**src/rtl/pc_unit.sv**
```systemverilog
// Fetch-stage program counter with buffered stalled-branch redirect.
// Optional fetch-address check enabled by defining PC_ADDR_CHECK_EN.
module pc_unit #(
  parameter int unsigned      WIDTH       = 32,
  parameter logic [WIDTH-1:0] RESET_VEC   = 32'h0000_3000,
  parameter logic [WIDTH-1:0] HANDLER_VEC = 32'h0000_4180,
  parameter logic [WIDTH-1:0] TEXT_LO     = 32'h0000_3000,
  parameter logic [WIDTH-1:0] TEXT_HI     = 32'h0000_4ffc
) (
  input  logic             clk,
  input  logic             reset,
  input  logic             en,
  input  logic             IntReq,
  input  logic             eret,
  input  logic [WIDTH-1:0] epc,
  input  logic             br_valid,
  input  logic [WIDTH-1:0] br_target,
  output logic [WIDTH-1:0] PC,
  output logic             pend_valid,
  output logic [4:0]       exccode_PC
);

  typedef enum logic {
    RUN  = 1'b0,
    PEND = 1'b1
  } state_t;

  state_t           state_q;
  logic [WIDTH-1:0] pc_q;
  logic [WIDTH-1:0] pend_target_q;

  // Exception and ERET override everything, including a stalled branch
  // arriving on the same edge, so any buffered target is dropped there.
  always_ff @(posedge clk) begin
    if (reset) begin
      pc_q          <= RESET_VEC;
      state_q       <= RUN;
      pend_target_q <= '0;
    end else if (IntReq) begin
      pc_q    <= HANDLER_VEC;
      state_q <= RUN;
    end else if (eret) begin
      pc_q    <= epc;
      state_q <= RUN;
    end else if (en) begin
      state_q <= RUN;
      if (br_valid)
        pc_q <= br_target;
      else if (state_q == PEND)
        pc_q <= pend_target_q;
      else
        pc_q <= pc_q + WIDTH'(4);
    end else if (br_valid) begin
      pend_target_q <= br_target;
      state_q       <= PEND;
    end
  end

  assign PC         = pc_q;
  assign pend_valid = (state_q == PEND);

`ifdef PC_ADDR_CHECK_EN
  assign exccode_PC = ((pc_q[1:0] != 2'b00) || (pc_q < TEXT_LO) || (pc_q > TEXT_HI))
                      ? 5'd4 : 5'd0;
`else
  logic unused_text_window;
  assign unused_text_window = ^{TEXT_LO, TEXT_HI};
  assign exccode_PC         = '0;
`endif

endmodule

```
**config.mk**
```make
export PLATFORM = sky130hd
export DESIGN_NAME = pc_unit
export DESIGN_NICKNAME = d
export VERILOG_FILES = /design/src/rtl/pc_unit.sv
export SDC_FILE = /design/constraint.sdc
export NUM_CORES = 1
export LEC_CHECK = 0
export CORE_MARGIN = 3
export CORE_UTILIZATION = 48
export CTS_CLUSTER_SIZE = 8
export DETAILED_ROUTE_END_ITERATION = 7
export PLACE_DENSITY = 0.85
export SLEW_MARGIN = 20
export SYNTH_ARGS = -nofsm -noshare
export SYNTH_HDL_FRONTEND = slang
export SYNTH_SLANG_ARGS = --single-unit
```
**constraint.sdc**
```tcl
create_clock -name clk -period 2.2 [get_ports clk]
set_input_delay 0.33 -clock clk [delete_from_list [all_inputs] [get_ports clk]]
set_output_delay 0.33 -clock clk [all_outputs]
set_load 0.005 [all_outputs]
```
== Word-level counts from Yosys, hierarchy flattened ==
Index checks and enable logic that the tools add are counted.

* $add $sub $neg: 1
* Multiplexer cells: 5
* Bitwise operators: 3
* Reduce and logical (&&, ||, !) cells: 5

{| class="wikitable"
|+ Operator list
! operator !! number
|-
| $mux 32 || 4
|-
| $add 32x3->32 const B || 1
|-
| $mux 15 || 1
|-
| $reduce_and 4->1 || 1
|-
| $reduce_or 4->1 || 1
|-
| $not 1->1 || 3
|-
| $reduce_bool 3->1 || 1
|-
| $reduce_bool 2->1 || 1
|-
| $reduce_or 2->1 || 1
|}

* Register bits: 65
* Output and inout bits: 38
* Word-level logic and storage cells: 18

== Logic depth before layout (Yosys ltp) ==
Gate-level depths: netlist (run 1).

* Depth in word-level cells: 6
* Depth in mapped cells: 8

== Worst setup path after synthesis (run 1) ==
No wires, ideal clock.

* Path kind: reg-to-reg
* Start point: register pc_q[2], in the netlist PC[2]
* End point: register pc_q[24], in the netlist PC[24]
* Setup time: 135 ps
* Arrival: 1,877 ps
* Setup slack: 189 ps
* Cell stages (with the launch flop): 8
* Buffers on the path: 1
* Period minus slack after synthesis: 2,011 ps
* Cells stage by stage: dfxtp_1 -> ha_1 -> inv_1 -> or4_4 -> buf_6 -> o31a_1 -> o21ai_1 -> a211oi_2

* Cells in the longest elaborated chain, start to end: 5

{| class="wikitable"
|+ RTL lines
! item !! line !! text
|-
| from (decl) || 29 || <nowiki>logic [WIDTH-1:0] pc_q;</nowiki>
|-
| from (signal assigned) || 43 || <nowiki>pc_q <= epc;</nowiki>
|-
| from (signal assigned) || 48 || <nowiki>pc_q <= br_target;</nowiki>
|-
| from (signal assigned) || 50 || <nowiki>pc_q <= pend_target_q;</nowiki>
|-
| $add 32x3->32 || 52 || <nowiki>pc_q <= pc_q + WIDTH'(4);</nowiki>
|-
| $mux 32 || 49 || <nowiki>else if (state_q == PEND)</nowiki>
|-
| $mux 32 || 47 || <nowiki>if (br_valid)</nowiki>
|-
| $mux 32 || 45 || <nowiki>end else if (en) begin</nowiki>
|-
| $mux 32 || 42 || <nowiki>end else if (eret) begin</nowiki>
|}

Every way passes these cells. The select of a mux whose other input is x is not followed.
A chain may end at the register's enable or synchronous reset.

== Worst setup path in the final report (run 1) ==
* Start point: register pc_q[3], in the netlist PC[3]
* End point: register pc_q[26], in the netlist PC[26]

The elaborated chain is that of the path after synthesis.

==> results.md, run 1 <==
* Status: finished clean
* Pre-CTS setup slack at -12.13 ps
* Cell Count Post-Placement at 703
* Clk_lat worst skew at approximately 350 ps
* CP Launch Type: register
* Initial Utilization at between 50 and 60%
* Post-CTS Setup Inserts at 0
* Crit path max-delay family: simple AND/OR/NAND/NOR gates
* Cell Chain, Critical Path: ha_1 -> inv_1 -> or4_4 -> nor3_4 -> o21ai_1 -> a211o_1
* Asr flop ratio synth at 0%
* Worst hold path class: register to register
* Initial antenna violation count at 0
* Hold depth at 2
* Post-DR vias/cell at 6.145
* Arr. time, crit path at around 2300 ps
* Dpl cell area at a little over 5000 µm²
* Most common cell after layout, fill and taps aside: clkdlybuf4s50_1
* TritonCTS Sinks at 65
* Critical path depth at 6
* Critical path's slowest cell: or4_4
* Largest net degree at the start of global routing at 41
* Die area at around 9000 µm²
* Util after Layout at 71.37%
* Gr ovfl total at 0
* Final-layout fill cell count at between 500 and 600
* Vias at between 4000 and 5000
* Synth warn at 0
* Max-slew violations at 0
* FMAX at 483.1 MHz
* Pre-antenna DRT Iters at 6
* Static Leakage at roughly 1.9 nW
* Row count at 31
* Synth unique cells at 65
* Post-Syn Area at about 3800 µm²
* Synth area leader: dfxtp_1
* Min cycle time layout at 2070 ps
* Detailed-route DRC error count at 0
* H-tree depth at 3
* CTS tree: done
* RSZ-0062 raised after global routing: no
* Leading post-synthesis cells by cell area: dfxtp_1, nand2_1, a21oi_1
* Die X at ~95 µm
* Final Cycle Share at about 94%
* Num CTS Buffers at 9
* Final worst slack at around 130 ps
* Synth Instances at 500
* Avg WL per Cell at 17.95 µm
* Max clock buf depth at 2
* Post-synth EDFFs at 0
* Area grow syn2layout at 39.92%
* Synth Flop Type: dfxtp_1
* Antenna-violating nets left at 0
* Sum of buffers and inverters on the critical path at 1
* Core area at about 7400 µm²
* Proportion of layout cells with a drive suffix above 1 at ~12%
* Non-Filler Instances at between 700 and 800
* Sequential-to-total area share from yosys stat at ~34%
* IO Count at between 100 and 150
* CP Class: register to register
* Avg Cell Area, Syn at between 7 and 8 µm²
* Vias in the first global route at 4068
* Total track usage at 29.01%
* Crit end category: register
* Rel. slew slack at roughly two thirds
* Final net count at roughly 690
* Synth top area share at about a third
* Worst IR Drop VDD at 409.4 µV
* Seq cells post-synth at between 60 and 70
* Worst-Margin Slew at between 500 and 600 ps
* Crit path required time at 2440 ps
* Most frequent cells in the layout: clkdlybuf4s50_1, nand2_1, dfxtp_1
* FF-to-FF path depth at 6
* Post-route cell area at ~5300 µm²
* GP Congestion at 0.8926
* CP peak stage delay at roughly 630 ps
* DR iter-0 viols at between 500 and 600
* N_diodes at 0
* Critical path peak fanout at 7
* Input/output buffers at just over 100
* Clk root buf: clkbuf_8
* Pwr per Cell Area at around 560 nW/µm²
* Final hold vios at 0
* DP Wirelength at roughly 9700 µm
* Max_cap viols at 0
* Reg clk slew, reported paths at roughly 70 ps
* Drt total wl at 12910 µm
* First-pass GRT wire length at 20200 µm
* Finish-stage setup viols at 0
* FF-to-FF setup slack at approximately 130 ps
* PnR Total Power at 3.000 mW
* Clk_skew at between 5 and 6 ps
* Die Span Y at around 95 µm
==> synthesized netlist by cell type (3+ instances only) <==
cell / n
nand2_1: 95
dfxtp_1: 65
a21oi_1: 54
clkbuf_1: 29
nor2_1: 22
nand3_1: 21
a221oi_1: 16
o21ai_0: 15
nor3_1: 14
inv_1: 11
or3_1: 9
nand2b_1: 8
o31ai_1: 8
nand4_1: 7
a31oi_1: 6
buf_4: 6
xor2_1: 6
a211o_1: 5
a221o_1: 5
mux2i_1: 5
nor3b_1: 5
o211ai_1: 5
xnor2_1: 5
a22o_1: 4
a31o_2: 4
o21a_1: 4
o21ai_1: 4
o22ai_1: 4
a21o_1: 3
a22oi_1: 3
and3_1: 3
buf_1: 3
buf_6: 3
nor4_1: 3
nor4_2: 3
==> where the power goes <==
part,internal (mW),switching (mW)
sequential,1.22,0.0488
clock,0.670,0.503
combinational,0.299,0.258
total,2.19,0.810
==> stage by stage <==
stage	setup TNS [ps]	hold WS, ps
floorplan	0	431.2
global placement	0	439.7
detailed placement	-12.13	442.7
CTS	0	453.9
global route	0	475.0
finish	0	454.3
==> tightest hold or removal path, delay by kind of cell (launching register included) <==
family / cells / cell delay, ps
compound gates: 1 / 50
flops: 1 / 310
simple gates: 1 / 50
==> per-layer routing <==
metal  wire (µm)  GRT usage [%]  up-vias
li1            -              -     2044
met1        5198          39.01     2067
met2        6079          45.92      272
met3        1302          6.215       35
met4         325          10.10        0
met5           0              0        -
==> sequential cells by signal, summed over array words and instances, names as in the netlist, named ones only <==
signal / flops
PC: 30
pend_valid: 1
pend_target_q: 32
==> what timing repair did <==
action	4_1_cts	5_1_grt
resized for setup	0	1
hold buffers	0	0
endpoints found under the setup margin	0	1
==> kinds of logic after synthesis <==
| group | count (synthesis) | share of synthesized area [%] |
|---|---|---|
| buffers and inverters | 56 | 6.818 |
| multiplexers | 5 | 1.318 |
| flip-flops | 65 | 34.26 |
| AO/OA/AOI/OAI | 154 | 27.17 |
| AND/OR/NAND/NOR | 207 | 27.47 |
| adder cells (fa/ha/maj) | 1 | 0.3293 |
| XOR/XNOR | 11 | 2.536 |
| other | 1 | 0.09872 |
==> cell type report <==
class / instances / area [µm²] / share of cell area [%]
multi-input cells: 383 / 2260 / 42.51
clock buffers: 10 / 137.6 / 2.589
clock inverters: 6 / 91.34 / 1.718
inverters: 12 / 45.04 / 0.8475
repair buffers: 144 / 1356 / 25.52
well taps: 99 / 123.9 / 2.331
flip-flops and latches: 65 / 1301 / 24.48
==> path summary, 6_finish.rpt <==
| path | to | from |
|---|---|---|
| min | pend_target_q[7] | pend_target_q[7] |
| max reg2reg | PC[26] | PC[3] |
| min reg2reg | pend_target_q[7] | pend_target_q[7] |
| max | PC[26] | PC[3] |
Power figures use the tool's default switching activity.
==> run 2, diff against run 1 <==
CTS_CLUSTER_DIAMETER = 30   (was not set)
GPL_ROUTABILITY_DRIVEN = 0   (was not set)
==> results.md, run 2 (synthesis results as in run 1) <==
* CP Class: register to register
* PnR Total Power at 2.972 mW (-0.93%)
* Post-DR vias/cell at 6.169 (+0.39%)
* DP Wirelength at 9611 µm (-0.46%)
* Worst-Margin Slew at 539.7 ps (+22.18 ps)
* Pre-antenna DRT Iters at 6 (unchanged)
* IO Count at 108 (unchanged)
* Max-slew violations at 0 (unchanged)
* Reg2reg end: PC[26]
* Rel. slew slack at 64.02% (-1.5 points)
* Reg clk slew, reported paths at 70 ps (about the same)
* Detailed-route DRC error count at 0 (unchanged)
* Hold_ws at 455.7 ps (+1.458 ps)
* Largest net degree at the start of global routing at 33 (-20%)
* Max clock buf depth at 2 (unchanged)
* Final Cycle Share at 94.73% (+0.65 points)
* Status: finished clean
* Clk pwr share at 38.5% (-0.6 points)
* P_int at 2.188 mW (about the same)
* Static Leakage at 1.899 nW (-0.74%)
* Sequential Power Share at 42.7% (+0.4 points)
* Most common cell after layout, fill and taps aside: clkdlybuf4s50_1
* Avg WL per Cell at 17.97 µm (about the same)
* Num CTS Buffers at 9 (unchanged)
* Finish-stage setup viols at 0 (unchanged)
* Gr ovfl total at 0 (unchanged)
* Area grow syn2layout at 39.39%
* Critical path peak fanout at 7 (unchanged)
* Arr. time, crit path at 2330 ps (+20 ps)
* Vias at 4429 (+0.25%)
* Clk root buf: clkbuf_8
* Pwr per Cell Area at 561.3 nW/µm² (-0.55%)
* Drt total wl at 12900 µm (about the same)
* Hold_buf cts at 0 (unchanged)
* Die area at 9017 µm² (unchanged)
* Min cycle time layout at 2084 ps (+14.31 ps)
* N_diodes at 0 (unchanged)
* FF-to-FF setup slack at 120 ps (about the same)
* Total track usage at 29.04% (about the same)
* Comb pwr share at 18.8% (+0.2 points)
* CP endpoint: PC[26]
* Proportion of layout cells with a drive suffix above 1 at 12.28% (-0.14 points)
* Post-route cell area at 5295 µm² (-0.38%)
* Final net count at 685 (-0.15%)
* Dpl cell area at 5072 µm² (-0.15%)
* Initial Utilization at 51.01% (unchanged)
* Die Span Y at 94.96 µm (unchanged)
* Post-CTS sizing at 0 (unchanged)
* Max FFs per register at 32 (unchanged)
* Pre-CTS setup slack at 14.48 ps (+26.61 ps)
* CP Launch Type: register
* Sw Ratio at 26.38% (-0.62 points)
* Final worst slack at 115.8 ps (-14.31 ps)
* Input/output buffers at 102 (unchanged)
* Die X at 94.96 µm (unchanged)
* RSZ-0062 raised after global routing: no
* Origin of the critical flop-to-flop path: PC[6]
* Setup total negative slack at 0 ps (unchanged)
* Crit end category: register
* First-pass GRT wire length at 20310 µm (+0.51%)
* Core area at 7447 µm² (unchanged)
* Post-CTS Setup Inserts at 0 (unchanged)
* Worst hold path class: register to register
* Most frequent cells in the layout: clkdlybuf4s50_1, nand2_1, dfxtp_1
* Worst Hold Launch: pend_target_q[10]
* Final hold vios at 0 (unchanged)
* Vias in the first global route at 4116 (+1.2%)
* Final-layout fill cell count at 605 (+2.7%)
* CTS tree: done
* Max_cap viols at 0 (unchanged)
* Register with the most flip-flops: pend_target_q
* Crit path required time at 2440 ps (about the same)
* FF-to-FF path depth at 5 (-1)
* FMAX at 479.8 MHz (-0.69%)
* Crit. Startpoint: PC[6]
* Worst IR Drop VDD at 422.0 µV (+3.1%)
* Clk_skew at 7.878 ps (+2.875 ps)
* Row count at 31 (unchanged)
* Antenna-violating nets left at 0 (unchanged)
* TritonCTS Sinks at 65 (unchanged)
* Net switching power at 0.7840 mW (-3.2%)
* Clk_lat worst skew at 350 ps (about the same)
* H-tree depth at 3 (unchanged)
* DR iter-0 viols at 617 (+11%)
* Initial antenna violation count at 0 (unchanged)
-- run 2: cell count changes in the layout (fill, tap and decap cells not counted) --
cell and change:
ha_2 +1, ha_1 -1, buf_4 -1, nor3_4 -1
clkinv_2 +2, nor3_2 +1, clkinvlp_4 -3, clkbuf_1 +1
-- run 2: routing by layer --
layer  GRT usage [%]  vias up  part of all wire [%]
met5               0        -                     0
met4           12.86        0                   3.4
met3           6.534       55                    12
met2           46.21      312                    47
met1           37.51     2027                    38
li1                -     2035                     -
-- run 2: how the worst min path moves through the flow --
stage	slack, ps	depth (start not counted)	end
after floorplan	430	2	pend_target_q[7]
after global placement	440	2	register
after detailed placement	450	2	pend_target_q[23]
after CTS	460	2	pend_target_q[23]
after global routing	480	2	pend_target_q[16]
final	460	2	pend_target_q[10]
-- run 2: per-stage QoR --
step | std cells | utilization [%]
3_3_place_gp | 702 | 68.11
2_1_floorplan | 504 | -
6_report | 718 | 71.10
5_1_grt | 718 | 71.10
4_1_cts | 718 | 71.07
3_5_place_dp | 702 | 68.11
-- run 2: power by group through the flow --
stage | logic [mW] | clock network [mW] | registers (mW)
after CTS | 0.547 | 1.15 | 1.27
after global placement | 0.533 | 0 | 1.29
final | 0.558 | 1.14 | 1.27
after floorplan | 0.233 | 0 | 1.29
after detailed placement | 0.544 | 0 | 1.29
after global routing | 0.594 | 1.20 | 1.28
-- run 2: final cells by class --
cell class                 count  area, µm²  area share (%)
timing repair buffer         143       1349           25.47
sequential                    65       1301           24.57
tap                           99      123.9           2.339
multi-input combinational    383       2256           42.60
clock buffer                  11      141.4           2.670
clock inverter                 5      78.83           1.489
inverter                      12      45.04          0.8507
-- run 2: critical path: stages, from the launching register on --
cell     delay (ps)
dfxtp_1         510
nand4_4         190
or4_4           630
nor3_2          270
o21ai_1          90
a211o_1         290
